**config.mk**
```make
export PLATFORM = sky130hd
export DESIGN_NAME = parking_meter_ctrl
export DESIGN_NICKNAME = d
export VERILOG_FILES = /design/src/rtl/parking_meter_ctrl.sv
export SDC_FILE = /design/constraint.sdc
export NUM_CORES = 1
export LEC_CHECK = 0
export BUFFER_PORTS_ARGS = -buffer_cell sky130_fd_sc_hd__buf_2
export CAP_MARGIN = 0
export CORE_UTILIZATION = 50
export CTS_CLUSTER_DIAMETER = 50
export DETAILED_ROUTE_END_ITERATION = 10
export PLACE_DENSITY = 0.67
export SLEW_MARGIN = 5
export SYNTH_ARGS = -nofsm -noshare
export SYNTH_HDL_FRONTEND = slang
export SYNTH_SLANG_ARGS = --single-unit
```
**constraint.sdc**
```tcl
create_clock -name clk -period 3.1 [get_ports clk]
set_clock_uncertainty 0.1 [all_clocks]
set_input_delay 0.31 -clock clk [delete_from_list [all_inputs] [get_ports clk]]
set_output_delay 0.31 -clock clk [all_outputs]
set_load 0.03 [all_outputs]
```
**src/rtl/parking_meter_ctrl.sv**
```systemverilog
// Parking meter: coin sync/edge detect, saturating credit, 1-unit tick,
// EXPIRED flash. Ports: clk, rst_n, coin_5, coin_10 -> time_val, expired, blank, state_o.
module parking_meter_ctrl #(
  parameter int TICK_DIV  = 50_000_000,
  parameter int FLASH_DIV = 25_000_000,
  parameter int MAX_TIME  = 99
) (
  input  logic       clk,
  input  logic       rst_n,
  input  logic       coin_5,
  input  logic       coin_10,
  output logic [7:0] time_val,
  output logic       expired,
  output logic       blank,
  output logic [1:0] state_o
);

  localparam int TW = (TICK_DIV > 1) ? $clog2(TICK_DIV) : 1;
  localparam int FW = (FLASH_DIV > 1) ? $clog2(FLASH_DIV) : 1;
  localparam logic [TW-1:0] TMAX = TW'(TICK_DIV - 1);
  localparam logic [FW-1:0] FMAX = FW'(FLASH_DIV - 1);

  typedef enum logic [1:0] {
    IDLE    = 2'b00,
    RUN     = 2'b01,
    EXPIRED = 2'b10,
    BAD     = 2'b11
  } state_t;

  state_t          state;
  logic [TW-1:0]   tcnt;
  logic [FW-1:0]   fcnt;
  logic            c5_s1, c5_s2, c5_d, add5;
  logic            c10_s1, c10_s2, c10_d, add10;
  logic            any_add;
  logic [4:0]      amt;
  logic [8:0]      sum9;
  logic [7:0]      sat;

  assign state_o = state;

  // Synchronizers plus registered edge pulses.
  always_ff @(posedge clk or negedge rst_n) begin
    if (!rst_n) begin
      c5_s1  <= 1'b0;
      c5_s2  <= 1'b0;
      c5_d   <= 1'b0;
      add5   <= 1'b0;
      c10_s1 <= 1'b0;
      c10_s2 <= 1'b0;
      c10_d  <= 1'b0;
      add10  <= 1'b0;
    end else begin
      c5_s1  <= coin_5;
      c5_s2  <= c5_s1;
      c5_d   <= c5_s2;
      add5   <= c5_s2 & ~c5_d;
      c10_s1 <= coin_10;
      c10_s2 <= c10_s1;
      c10_d  <= c10_s2;
      add10  <= c10_s2 & ~c10_d;
    end
  end

  always_comb begin
    any_add = add5 | add10;
    amt     = (add5 ? 5'd5 : 5'd0) + (add10 ? 5'd10 : 5'd0);
    sum9    = {1'b0, time_val} + {4'b0, amt};
    sat     = (sum9 > 9'(MAX_TIME)) ? 8'(MAX_TIME) : sum9[7:0];
  end

  always_ff @(posedge clk or negedge rst_n) begin
    if (!rst_n) begin
      state    <= IDLE;
      time_val <= 8'd0;
      expired  <= 1'b0;
      blank    <= 1'b0;
      tcnt     <= '0;
      fcnt     <= '0;
    end else begin
      unique case (state)
        IDLE: begin
          tcnt     <= '0;
          fcnt     <= '0;
          blank    <= 1'b0;
          expired  <= 1'b0;
          time_val <= 8'd0;
          if (any_add) begin
            state    <= RUN;
            time_val <= sat;
          end
        end
        RUN: begin
          fcnt    <= '0;
          blank   <= 1'b0;
          expired <= 1'b0;
          // An add pulse beats a coincident tick.
          if (any_add) begin
            time_val <= sat;
            tcnt     <= '0;
          end else if (tcnt == TMAX) begin
            tcnt <= '0;
            if (time_val <= 8'd1) begin
              time_val <= 8'd0;
              state    <= EXPIRED;
              expired  <= 1'b1;
            end else begin
              time_val <= time_val - 8'd1;
            end
          end else begin
            tcnt <= tcnt + TW'(1);
          end
        end
        EXPIRED: begin
          tcnt     <= '0;
          time_val <= 8'd0;
          expired  <= 1'b1;
          if (any_add) begin
            state    <= RUN;
            time_val <= sat;
            expired  <= 1'b0;
            blank    <= 1'b0;
            fcnt     <= '0;
          end else if (fcnt == FMAX) begin
            fcnt  <= '0;
            blank <= ~blank;
          end else begin
            fcnt <= fcnt + FW'(1);
          end
        end
        default: begin
          state    <= IDLE;
          time_val <= 8'd0;
          expired  <= 1'b0;
          blank    <= 1'b0;
          tcnt     <= '0;
          fcnt     <= '0;
        end
      endcase
    end
  end

endmodule
```
==> results of run 1 <==
stage by stage:
step                      cell area, µm²  hold slack (ns)
after floorplan                     3750          -0.0856
after global placement              3980            0.232
after detailed placement            3980            0.240
after CTS                           4250            0.257
after global routing                4250            0.271
final                               4250            0.254
flip-flops by register name (all words and copies together) (netlist names), 2 cells and up:
| register | flops |
|---|---|
| tcnt | 26 |
| state_o | 2 |
| time_val | 8 |
| fcnt | 25 |
final timing paths:
check | start | to | slack, ns
worst max-delay path | add5 | time_val[1] | 0.15
worst min-delay path | c10_s1 | c10_s2 | 0.25
worst max register to register | add5 | time_val[1] | 0.15
worst min register to register | c10_s1 | c10_s2 | 0.25
max in group asynchronous | rst_n | tcnt[16] | 1.73
min in group asynchronous | rst_n | c10_s2 | 0.43
power by group:
group	switching (mW)	internal, mW
logic	0.511	0.314
registers	0.0795	0.982
clock network	0.337	0.520
total	0.927	1.82
cell usage in the layout, fill, tap and decap left out, types with 3 or more instances in the layout:
cell,synthesis,routed
dlygate4sd3_1,0,3
and4_1,6,6
nor4_1,8,8
xnor2_1,18,18
a31oi_1,3,3
nand3_1,16,16
o21ai_0,13,13
or2_2,4,4
nand4_1,14,14
buf_2,3,15
buf_4,0,11
ha_1,12,12
nor2b_1,3,3
xor2_1,34,34
nor2_1,75,75
nor3_1,10,10
dfrtp_1,71,71
nand2_1,35,35
inv_1,11,11
o22ai_1,3,3
a21oi_1,5,5
clkbuf_8,0,12
and3_1,4,4
cells by family after synthesis:
family,count (synthesis),synth area share [%]
fa+ha+maj,13,4.54
flops,71,47.4
buf+inv,22,2.51
mux,1,0.267
compound gates,41,8.22
xor+xnor,52,12.2
simple gates,190,24.9
layer usage:
metal	wire length, µm	share of wire (%)	GRT usage (%)
met1	3270	44	25.7
met2	3800	51	37.6
met3	166	2.2	4.38
met4	153	2.1	9.53
met5	0	0	0
timing repair:
item | CTS | global route
gates resized for setup | 0 | 3
setup endpoints to repair | 0 | 3
buffers inserted | 0 | 0
hold endpoints to repair | 29 | 0
hold buffers | 3 | 0
cell type report:
type / count / area [µm²]
fill: 652 / 3000
clock inverter: 4 / 76.3
tap: 99 / 124
clock buffer: 12 / 165
multi-input combinational: 297 / 1880
sequential: 71 / 1780
timing repair buffer: 29 / 188
inverter: 11 / 41.3
worst max-delay path, cell delays in order (launching register included):
cell and delay [ns]:
dfrtp_1 0.44, ha_1 0.24, fa_1 0.40, a211oi_1 0.31, nor2_1 0.11, xor2_1 0.17, or3_1 0.43, a2111oi_0 0.48
o22ai_1 0.13
==> flow_summary.json, run 1 <==
{
  "status": "finished, final reports clean",
  "ys_ff_latch": 71,
  "dr.pass1.iters": 5,
  "pre_cts_ws_ns": 0.249,
  "drive_gt1_share_pct": 12.5,
  "die_x_um": 88.6,
  "p_per_area_mw_per_mm2": 645,
  "coreArea_mm2": 0.00725,
  "post_drt_wl_per_cell_um": 14.1,
  "synth_top_area_share_pct": 47.4,
  "irDropWorstVdd_mv": 0.348,
  "hold_viol": 0,
  "fin_crit_sh_pct": 95.0,
  "slew_headroom_pct": 56.0,
  "clkTransAtPathRegs_ns": 0.08,
  "fin_util_pct": 58.6,
  "cp_data_required_time_ns": 3.21,
  "dieHeight_um": 88.6,
  "cts_htree_levels": 3,
  "area.growth.synth_to_final_pct": 13.5,
  "vias": 2841,
  "netlist_area_mm2": 0.00375,
  "rows": 31,
  "async_flop_share_pct": 100,
  "setup-tns-final_ns": 0,
  "cp-end-kind": "flop",
  "synth.distinct_cells": 47,
  "post-route-min-period_ns": 2.95,
  "layout.nets": 436,
  "grt_pass1_wl_um": 12700,
  "avgSynthCellArea_um2": 9.61,
  "synth_common_cells": "nor2_1 (75), dfrtp_1 (71), nand2_1 (35), xor2_1 (34), xnor2_1 (18)",
  "worst_pin_slew_ns": 0.655,
  "placed_cells": 504,
  "worst_slack_ns": 0.154,
  "rsz0062_at_grt": "false",
  "finalSetupViolations": 0,
  "synth_area_leader_cell": "dfrtp_1",
  "drt_iter0_drc": 131,
  "vias_per_cell": 5.43,
  "cp_max_fo": 5,
  "top_level_ports": 16,
  "max_freq_ghz": 0.339,
  "grt-ovfl-total": 0,
  "antenna_cells": 0,
  "antenna_found_initial": 0,
  "synth_cells": 390,
  "drv_slew": 0,
  "die-area_mm2": 0.00784,
  "hold_class": "reg2reg",
  "root_buffer": "clkbuf_8",
  "maxCapViolCount": 0,
  "synthMostInstantiatedCell": "nor2_1",
  "grt_max_degree": 30,
  "groute.usage.overall_pct": 21.5,
  "path_class": "reg2reg",
  "clkLatencyLatePin_ns": 0.34,
  "antenna_left": 0,
  "cp_data_arrival_time_ns": 3.05,
  "start_kind": "flop",
  "numCtsBuffers": 9,
  "power_mw": 2.74,
  "yosysSeqAreaShare_pct": 47.4,
  "drc": 0,
  "wl_um": 7390,
  "dp_hpwl_um": 5340,
  "synth-main-ff-cell": "dfrtp_1",
  "layout.cells.non_filler": 523,
  "synth_edf_count": 0,
  "clock-sinks": 71,
  "reg2regPathDepth": 8,
  "port_buffers": 15,
  "tritoncts": "done",
  "ys_warn_count": 0,
  "syn_nets": 407,
  "clockBufferDepth": 2,
  "synth_area_leaders": "dfrtp_1 (47%), xor2_1 (7.9%), nor2_1 (7.5%), xnor2_1 (4.2%), ha_1 (4.0%)",
  "grt_pass1_vias": 2743,
  "power.leakage_nw": 1.82,
  "worstHoldPathCells": 0,
  "gp_congestion": 0.820,
  "initial_core_util_pct": 51.6
}
No activity file was read; power rests on OpenSTA's default activity.
==> run 2: changes to the inputs <==
Settings changed: CORE_UTILIZATION 50 to 55, PLACE_DENSITY 0.67 to 0.72.
==> flow_summary.json, run 2 (synthesized netlist as in run 1, its figures left out) <==
{
  "top_level_ports": 16,
  "grt-ovfl-total": 0,
  "cp_max_fo": 5,
  "path_class": "reg2reg",
  "layout.cells.non_filler": 497,
  "antenna_cells": 0,
  "violations": "design-rule violations",
  "post-route-min-period_ns": 2.95,
  "area.growth.synth_to_final_pct": 11.4,
  "max_freq_ghz": 0.339,
  "vias_per_cell": 5.66,
  "fin_crit_sh_pct": 95.2,
  "placed_cells": 478,
  "die-area_mm2": 0.00715,
  "p_per_area_mw_per_mm2": 637,
  "antenna_found_initial": 0,
  "setup-tns-final_ns": 0,
  "hold_class": "reg2reg",
  "root_buffer": "clkbuf_8",
  "ctsHoldBuffers": 3,
  "grt_pass1_wl_um": 12600,
  "power.leakage_nw": 1.79,
  "worst_pin_slew_ns": 0.593,
  "drv_slew": 0,
  "clkLatencyLatePin_ns": 0.34,
  "initial_core_util_pct": 58.0,
  "clkTransAtPathRegs_ns": 0.08,
  "cts_resized": 0,
  "vias": 2815,
  "tritoncts": "done",
  "grt_max_degree": 54,
  "dp_hpwl_um": 5000,
  "dieHeight_um": 84.5,
  "drc": 4,
  "cp-end-kind": "flop",
  "top_register": "tcnt",
  "hold_viol": 0,
  "cp_data_required_time_ns": 3.20,
  "status": "complete, but fails checks",
  "numCtsBuffers": 9,
  "groute.usage.overall_pct": 22.5,
  "rsz0062_at_grt": "false",
  "antenna_left": 0,
  "wl_um": 7380,
  "reg_top3": "tcnt x26, fcnt x25, time_val x8",
  "layout_common_cells": "nor2_1 (75), dfrtp_1 (71), nand2_1 (35)",
  "cp_data_arrival_time_ns": 3.05,
  "layout.nets": 432,
  "rows": 29,
  "post_drt_wl_per_cell_um": 14.9,
  "largest_register_ffs": 26,
  "die_x_um": 84.5,
  "gp_congestion": 0.910,
  "port_buffers": 15,
  "start_kind": "flop",
  "coreArea_mm2": 0.00646,
  "maxCapViolCount": 0,
  "post-cts-setup-buffers": 0,
  "cts_htree_levels": 3,
  "drt_iter0_drc": 119,
  "irDropWorstVdd_mv": 0.385,
  "grt_pass1_vias": 2704,
  "slew_headroom_pct": 59.9,
  "dr.pass1.iters": 8,
  "drive_gt1_share_pct": 11.0,
  "clock-sinks": 71,
  "final_common_cell": "nor2_1",
  "clockBufferDepth": 2,
  "finalSetupViolations": 0
}
run 2: cell types whose count changed in the layout (fill, tap and decap cells not counted), sizes merged:
cell	before	now
buf	26	22
clkbuf	12	11
clkinv	1	3
clkinvlp	1	0
run 2: per-stage QoR:
step           util (%)  cell area (µm²)  power (mW)  worst slack [ns]  hold WS (ns)
5_1_grt            64.6             4170        2.80            0.0678         0.262
2_1_floorplan         -             3750        1.64             0.298       -0.0856
3_3_place_gp       60.8             3930        1.84             0.345         0.180
4_1_cts            64.6             4170        2.66             0.279         0.253
3_5_place_dp       60.8             3930        1.86             0.285         0.191
6_report           64.6             4170        2.66             0.149         0.252
run 2: layout make-up:
type | count | area, µm²
repair buffers | 25 | 170
fillers | 546 | 2280
clock inverters | 5 | 82.6
clock buffers | 11 | 131
well taps | 77 | 96.3
multi-input cells | 297 | 1880
flip-flops and latches | 71 | 1780
inverters | 11 | 41.3
run 2: per-layer routing:
layer  part of all wire (%)  global-route usage (%)  vias to the layer above
li1                       -                       -                     1386
met4                    2.7                    9.86                        0
met3                    3.3                    4.23                       19
met5                      0                       0                        -
met1                     48                    30.4                     1357
met2                     46                    35.7                       53
run 2: worst max-delay path: stages, from the launching register on:
cell	delay [ns]
dfrtp_1	0.43
ha_1	0.24
fa_1	0.41
a211oi_1	0.28
nor2_1	0.10
xor2_1	0.16
or3_1	0.41
a2111oi_0	0.55
o22ai_1	0.13
run 2: final timing paths:
| path | cells after the start | endpoint | slack, ns | start |
|---|---|---|---|---|
| min in group asynchronous | 2 | time_val[7] | 0.35 | rst_n |
| max | 8 | time_val[1] | 0.15 | add5 |
| min reg2reg | 0 | c10_s2 | 0.25 | c10_s1 |
| min | 0 | c10_s2 | 0.25 | c10_s1 |
| max reg2reg | 8 | time_val[1] | 0.15 | add5 |
| max in group asynchronous | 3 | c5_s1 | 1.90 | rst_n |
run 2: where the power goes:
group / total [mW] / leakage (nW) / switching, mW / internal, mW
combinational: 0.781 / 0.717 / 0.488 / 0.293
clock: 0.806 / 0.107 / 0.351 / 0.456
sequential: 1.07 / 0.967 / 0.0917 / 0.981
